### config.mk
export PLATFORM = sky130hd
export DESIGN_NAME = wb_stage_buffer_flat
export DESIGN_NICKNAME = d
export VERILOG_FILES = /design/src/rtl/wb_pipe_pkg.sv /design/src/rtl/wb_stage_buffer_if.sv /design/src/rtl/wb_stage_slot.sv /design/src/rtl/wb_stage_buffer.sv /design/src/flat_wrapper.sv
export SDC_FILE = /design/constraint.sdc
export NUM_CORES = 1
export LEC_CHECK = 0
export CORE_MARGIN = 1
export CORE_UTILIZATION = 54
export CTS_CLUSTER_SIZE = 28
export DETAILED_ROUTE_END_ITERATION = 8
export HOLD_SLACK_MARGIN = 0.06
export PLACE_DENSITY_LB_ADDON = 0.12
export SLEW_MARGIN = 25
export SYNTH_ARGS = -nofsm -noshare
export SYNTH_HDL_FRONTEND = slang
export SYNTH_SLANG_ARGS = --single-unit
### constraint.sdc
create_clock -name clk -period 3.5 [get_ports clk]
set_input_delay 0.7 -clock clk [delete_from_list [all_inputs] [get_ports clk]]
set_output_delay 0.7 -clock clk [all_outputs]
set_load 0.05 [all_outputs]
### src/rtl/wb_pipe_pkg.sv
// Shared EX/WB pipeline types: control-bit layout, entry record and buffer occupancy states.
package wb_pipe_pkg;

  localparam int WB_CTRL_W = 7;
  localparam int WB_DATA_W = 32;
  localparam int WB_RD_W   = 6;

  localparam int WB_REGWRT   = 6;
  localparam int WB_BRANCH   = 5;
  localparam int WB_BTYPE    = 4;
  localparam int WB_JUMP     = 3;
  localparam int WB_MEMTOREG = 2;
  localparam int WB_NEG      = 1;
  localparam int WB_ZERO     = 0;

  typedef struct packed {
    logic [WB_CTRL_W-1:0] ctrl;
    logic [WB_DATA_W-1:0] memdata;
    logic [WB_DATA_W-1:0] aluresult;
    logic [WB_RD_W-1:0]   rd;
  } wb_entry_t;

  // Encoding equals occupancy so the state doubles as the count output.
  typedef enum logic [1:0] {
    WB_EMPTY = 2'd0,
    WB_ONE   = 2'd1,
    WB_FULL  = 2'd2
  } wb_occ_e;

endpackage

### src/rtl/wb_stage_buffer_if.sv
// EX->WB handshake bundle: upstream entry port plus write-back head port.
interface wb_stage_buffer_if #(
  parameter int DATA_W = 32,
  parameter int RD_W   = 6,
  parameter int CTRL_W = 7
);
  logic              in_valid;
  logic              in_ready;
  logic [CTRL_W-1:0] in_ctrl;
  logic [DATA_W-1:0] in_memdata;
  logic [DATA_W-1:0] in_aluresult;
  logic [RD_W-1:0]   in_rd;

  logic              out_valid;
  logic              out_ready;
  logic [CTRL_W-1:0] out_ctrl;
  logic [DATA_W-1:0] out_memdata;
  logic [DATA_W-1:0] out_aluresult;
  logic [RD_W-1:0]   out_rd;
  logic [1:0]        out_count;

  // Environment side: drives entries, consumes the head.
  modport master (
    output in_valid, in_ctrl, in_memdata, in_aluresult, in_rd, out_ready,
    input  in_ready, out_valid, out_ctrl, out_memdata, out_aluresult, out_rd, out_count
  );

  // Buffer side.
  modport slave (
    input  in_valid, in_ctrl, in_memdata, in_aluresult, in_rd, out_ready,
    output in_ready, out_valid, out_ctrl, out_memdata, out_aluresult, out_rd, out_count
  );
endinterface

### src/rtl/wb_stage_slot.sv
// Single entry register: loads on 'load', cleared synchronously while rst_n is low.
module wb_stage_slot #(
  parameter int W = 8
) (
  input  logic         clk,
  input  logic         rst_n,
  input  logic         load,
  input  logic [W-1:0] d,
  output logic [W-1:0] q
);

  logic [W-1:0] ent_d, ent_q;

  always_comb begin
    ent_d = ent_q;
    if (load) ent_d = d;
  end

  always_ff @(posedge clk) begin
    if (!rst_n) ent_q <= '0;
    else        ent_q <= ent_d;
  end

  assign q = ent_q;

endmodule

### src/rtl/wb_stage_buffer.sv
// EX/WB stage buffer: 2-entry head+skid, 1-cycle latency, in_ready registered (skid empty), flush injects a bubble.
// WB_BUF_HALFCYCLE_EN: outputs come from a negedge copy register, updating half a cycle after the posedge.
module wb_stage_buffer
  import wb_pipe_pkg::*;
#(
  parameter int DATA_W = 32,
  parameter int RD_W   = 6,
  parameter int CTRL_W = 7
) (
  input logic               clk,
  input logic               rst_n,
  input logic               flush,
  wb_stage_buffer_if.slave  bus
);

  localparam int ENTRY_W = CTRL_W + 2 * DATA_W + RD_W;
  localparam int OUT_W   = 1 + 2 + ENTRY_W;

  wb_occ_e            state_q, state_d;
  logic               in_ready_q, in_ready_d;
  logic               accept, emit, head_vld;
  logic               h_load, s_load, h_from_s;
  logic [ENTRY_W-1:0] in_ent, h_ent, s_ent, h_nxt;
  logic [CTRL_W-1:0]  live_ctrl;
  logic [OUT_W-1:0]   live_vec, out_vec;

  assign in_ent   = {bus.in_ctrl, bus.in_memdata, bus.in_aluresult, bus.in_rd};
  assign head_vld = (state_q != WB_EMPTY);
  assign accept   = bus.in_valid & in_ready_q;
  assign emit     = head_vld & bus.out_ready;

  always_comb begin
    state_d  = state_q;
    h_load   = 1'b0;
    s_load   = 1'b0;
    h_from_s = 1'b0;
    if (flush) begin
      state_d = WB_EMPTY;
    end else begin
      case (state_q)
        WB_EMPTY: if (accept) begin
          state_d = WB_ONE;
          h_load  = 1'b1;
        end
        WB_ONE: begin
          if (accept && emit) begin
            h_load = 1'b1;
          end else if (accept) begin
            state_d = WB_FULL;
            s_load  = 1'b1;
          end else if (emit) begin
            state_d = WB_EMPTY;
          end
        end
        WB_FULL: if (emit) begin
          state_d  = WB_ONE;
          h_load   = 1'b1;
          h_from_s = 1'b1;
        end
        default: state_d = WB_EMPTY;
      endcase
    end
    in_ready_d = (state_d != WB_FULL);
  end

  always_ff @(posedge clk) begin
    if (!rst_n) begin
      state_q    <= WB_EMPTY;
      in_ready_q <= 1'b1;
    end else begin
      state_q    <= state_d;
      in_ready_q <= in_ready_d;
    end
  end

  assign h_nxt = h_from_s ? s_ent : in_ent;

  wb_stage_slot #(.W(ENTRY_W)) u_head (
    .clk   (clk),
    .rst_n (rst_n),
    .load  (h_load),
    .d     (h_nxt),
    .q     (h_ent)
  );

  wb_stage_slot #(.W(ENTRY_W)) u_skid (
    .clk   (clk),
    .rst_n (rst_n),
    .load  (s_load),
    .d     (in_ent),
    .q     (s_ent)
  );

  // Control is gated so a stale head can never raise regwrt/branch/jump.
  assign live_ctrl = head_vld ? h_ent[ENTRY_W-1 -: CTRL_W] : '0;
  assign live_vec  = {head_vld, state_q, live_ctrl, h_ent[ENTRY_W-CTRL_W-1:0]};

`ifdef WB_BUF_HALFCYCLE_EN
  logic [OUT_W-1:0] copy_d, copy_q;

  always_comb begin
    copy_d = live_vec;
  end

  always_ff @(negedge clk) begin
    if (!rst_n) copy_q <= '0;
    else        copy_q <= copy_d;
  end

  assign out_vec = copy_q;
`else
  assign out_vec = live_vec;
`endif

  assign bus.in_ready = in_ready_q;
  assign {bus.out_valid, bus.out_count, bus.out_ctrl,
          bus.out_memdata, bus.out_aluresult, bus.out_rd} = out_vec;

endmodule

### src/flat_wrapper.sv
// flat-port wrapper written by rule: the top's interface ports become plain ports
module wb_stage_buffer_flat import wb_pipe_pkg::*;
#(
  parameter int DATA_W = 32,
  parameter int RD_W   = 6,
  parameter int CTRL_W = 7
)
  (clk, rst_n, flush, bus_in_valid, bus_in_ctrl, bus_in_memdata, bus_in_aluresult, bus_in_rd, bus_out_ready, bus_in_ready, bus_out_valid, bus_out_ctrl, bus_out_memdata, bus_out_aluresult, bus_out_rd, bus_out_count);
  wb_stage_buffer_if #(.DATA_W(DATA_W), .RD_W(RD_W), .CTRL_W(CTRL_W)) bus_i ();
  input logic clk;
  input logic rst_n;
  input logic flush;
  input wire logic [$bits(bus_i.in_valid)-1:0] bus_in_valid;
  input wire logic [$bits(bus_i.in_ctrl)-1:0] bus_in_ctrl;
  input wire logic [$bits(bus_i.in_memdata)-1:0] bus_in_memdata;
  input wire logic [$bits(bus_i.in_aluresult)-1:0] bus_in_aluresult;
  input wire logic [$bits(bus_i.in_rd)-1:0] bus_in_rd;
  input wire logic [$bits(bus_i.out_ready)-1:0] bus_out_ready;
  output wire logic [$bits(bus_i.in_ready)-1:0] bus_in_ready;
  output wire logic [$bits(bus_i.out_valid)-1:0] bus_out_valid;
  output wire logic [$bits(bus_i.out_ctrl)-1:0] bus_out_ctrl;
  output wire logic [$bits(bus_i.out_memdata)-1:0] bus_out_memdata;
  output wire logic [$bits(bus_i.out_aluresult)-1:0] bus_out_aluresult;
  output wire logic [$bits(bus_i.out_rd)-1:0] bus_out_rd;
  output wire logic [$bits(bus_i.out_count)-1:0] bus_out_count;
  assign bus_i.in_valid = bus_in_valid;
  assign bus_i.in_ctrl = bus_in_ctrl;
  assign bus_i.in_memdata = bus_in_memdata;
  assign bus_i.in_aluresult = bus_in_aluresult;
  assign bus_i.in_rd = bus_in_rd;
  assign bus_i.out_ready = bus_out_ready;
  assign bus_in_ready = bus_i.in_ready;
  assign bus_out_valid = bus_i.out_valid;
  assign bus_out_ctrl = bus_i.out_ctrl;
  assign bus_out_memdata = bus_i.out_memdata;
  assign bus_out_aluresult = bus_i.out_aluresult;
  assign bus_out_rd = bus_i.out_rd;
  assign bus_out_count = bus_i.out_count;
  wb_stage_buffer #(.DATA_W(DATA_W), .RD_W(RD_W), .CTRL_W(CTRL_W)) u_core (.clk(clk), .rst_n(rst_n), .flush(flush), .bus(bus_i));
endmodule
==> metrics.md <==
| Metric | Value |
|---|---|
| CTS tree | built |
| Top Family by Delay on Critical Path | buffers and inverters |
| Gr ovfl total | 0 |
| Layout cells sized above 1 | around 5.8% |
| Initial antenna violation count | 0 |
| H-tree Lvls | 4 |
| Total of max-cap violations | 0 |
| Flop2flop setup slack | around 1400 ps |
| Drt first pass iters | 4 |
| Worst Path Arrival | 2290 ps |
| Starting Density | approximately 56% |
| Slack of the critical path | 509 ps |
| Mapped Cells | 777 |
| Die height | ~120 um |
| Rel. slew slack | a little over half |
| Drc violations | 0 |
| Rows | 41 |
| Buffers on Ports | about 160 |
| Clk_lat worst skew | around 420 ps |
| Clock Skew | around 5 ps |
| Post-layout nets | 921 |
| Placed Cells | roughly 1000 |
| Pwr Total | 4390 uW |
| WS Path Type | reg2out |
| CP startpoint kind | flip-flop |
| Routed len/inst | roughly 15 um |
| HPWL after DPL | between 10000 and 15000 um |
| Setup TNS | 0 ps |
| Clock root buffer | clkbuf_16 |
| Pleak | 0.00372 uW |
| Postcts setup bufs | 0 |
| Seq/Total Area, Yosys | between 40 and 50% |
| Fin cells | slightly above 1000 |
| Number of diodes | 0 |
| Global Route Usage Sum | between 20% and 30% |
| Synth cell types | 28 |
| Hold Buf Count CTS | 0 |
| Vias in the first global route | 5207 |
| Routed Wire Length | about 15000 um |
| Synth Register Bits | 157 |
| Max VDD drop | between 0.0002 and 0.0003 V |
| Largest net degree at the start of global routing | 105 |
| Post-Syn Nets | about 860 |
| CP max stage cell | clkdlybuf4s50_1 |
| Hold Path Class | reg2reg |
| GP Congestion | approximately 0.78 |
| Max incr delay on CP | 730 ps |
| Die ar. | 13800 um^2 |
| WP buf/inv | 1 |
| Initial drt markers | between 200 and 300 |
| Max Root-Sink Buffers | 2 |
| Worst Reg2Reg Path Length in Cells | 5 |
| Via count | between 5000 and 6000 |
| Pwr/cell area | 494 nW/um^2 |
| Final Setup Violations | 0 |
| Cells along the critical path | nor2_1, nor2b_1, clkdlybuf4s50_1 |
| CORE AREA | 12800 um^2 |
| Synthesized area | between 7000 and 8000 um^2 |
| Worst Path Required | 2800 ps |
| Pre-CTS setup slack | between 500 and 600 ps |
| Resize count post-CTS | 0 |
| Ys Warns | 0 |
| Worst R2R End | u_core.u_skid.q[9] |
| CTS Sinks | between 150 and 200 |
| Antenna Violating Nets Remaining | 0 |
| Number of max-slew violations in the final report | 0 |
| First-pass GRT wire length | around 25000 um |
| Post-Syn Area per Cell | around 9.3 um^2 |
| Crit share post-route | a little under nine tenths |
| RSZ-0062 raised after global routing | false |
| Max Clk Rate | between 0.3 and 0.4 GHz |
| Worst hold start | u_core.u_skid.q[45] |
| Final Hold Fails | 0 |
| Critical Path Start | u_core.bus.out_count[1] |
| Area delta synth->final | 23.4% |
| Reg clk slew, reported paths | 60 ps |
| Hold Path End | u_core.u_skid.q[45] |
| Endpoint type of the worst setup path | primary output |
| IO Pins | around 160 |
| Crit-path max FO | 11 |
| Hold path depth | 2 |
| Drt via density | 5.28 |
| Reg2reg start | u_core.bus.out_count[0] |
| Worst Tran Pin Value | between 600 and 700 ps |
| CTS buffer count | 17 |
| Minimum clock period after layout | 2990 ps |
| Status | finished, final reports clean |
| Die width | about 120 um |
==> worst register-to-register path, cell delays in order, from the launching register on <==
cell      delay [ps]
dfxtp_1          460
nand2b_1         160
or4_2            820
buf_4            350
nand2_1          120
a21boi_0          80
==> how the worst max path moves through the flow <==
stage,endpoint,slack (ps),cells past startpoint
after detailed placement,u_core.u_skid.q[73],530,6
final,bus_out_ctrl[5],510,3
after global routing,bus_out_ctrl[6],350,3
after global placement,u_core.u_skid.q[71],610,6
after CTS,bus_out_ctrl[5],440,3
after floorplan,bus_out_ctrl[0],1090,3
==> metal layers <==
layer / vias up / part of all wire (%) / wire (um) / global-route usage [%]
met4: 0 / 1.6 / 244 / 9.01
li1: 2685 / - / - / -
met5: - / 0 / 0 / 0
met2: 144 / 51 / 7750 / 40.0
met1: 2555 / 42 / 6430 / 26.3
met3: 20 / 5.3 / 811 / 5.30
==> registers in the layout, summed over array words and instances (netlist names) <==
| name | count |
|---|---|
| u_core.u_head.q | 77 |
| u_core.u_skid.q | 77 |
| u_core.bus.out_count | 2 |
| u_core.bus.in_ready | 1 |
==> final cells by class <==
type	instances	area [um^2]
Sequential cell	157	3140
Tap cell	172	215
Clock inverter	13	124
Clock buffer	19	443
Multi-Input combinational cell	488	3200
Inverter	1	3.75
Fill cell	1025	3950
Timing Repair Buffer	174	1750
==> cells by family after synthesis <==
group / count (synthesis) / synth area share, %
mux: 78 / 10.9
simple gates: 252 / 14.2
buf+inv: 132 / 12.1
flops: 157 / 43.7
compound gates: 158 / 19.1
==> cell usage in the layout (no fill, tap or decap) <==
cell type,count
dfxtp_1,157
nand4bb_1,1
clkdlybuf4s50_1,161
bufinv_16,2
nor2b_1,7
o211a_1,77
buf_4,10
nor3_1,1
nand2b_1,2
and3_1,1
a31oi_4,1
or3_1,1
nand2_2,1
or4_2,1
mux2i_1,78
nor4_4,1
clkbuf_8,1
a21boi_0,47
a31oi_1,1
nand3b_1,1
a21oi_1,1
clkbuf_1,1
a21boi_1,30
nand4b_1,1
clkinvlp_4,2
clkinv_2,8
clkinv_4,1
inv_1,1
and4bb_4,1
clkbuf_16,17
o21bai_1,1
nand2_1,231
buf_12,3
nor2_1,2
==> cell usage after synthesis, drive strengths merged <==
cell type | instances | area [um^2]
inv | 1 | 3.75
clkbuf | 22 | 82.6
a31oi | 2 | 12.5
o211a | 77 | 771
dfxtp | 157 | 3140
nand4b | 1 | 8.76
or4 | 1 | 7.51
nand3b | 1 | 7.51
nor3 | 1 | 5.00
o21bai | 1 | 7.51
nor2 | 2 | 7.51
or3 | 1 | 6.26
and3 | 1 | 6.26
a21boi | 77 | 578
nand2b | 2 | 12.5
mux2i | 78 | 781
nor2b | 7 | 43.8
a21oi | 1 | 5.00
buf | 109 | 783
nor4 | 1 | 21.3
nand2 | 232 | 873
nand4bb | 1 | 11.3
and4bb | 1 | 12.5
==> stage by stage <==
stage	hold slack (ps)	instance area, um^2	utilization, %
finish	452	8870	69.2
floorplan	435	7190	-
CTS	454	8870	69.2
detailed placement	446	8310	64.8
global route	477	8870	69.2
global placement	440	8310	64.8
==> report_power, final <==
part | internal, uW | switching [uW]
combinational | 292 | 419
clock | 1060 | 702
sequential | 1870 | 45.7
(Power assumes the default switching activity.)
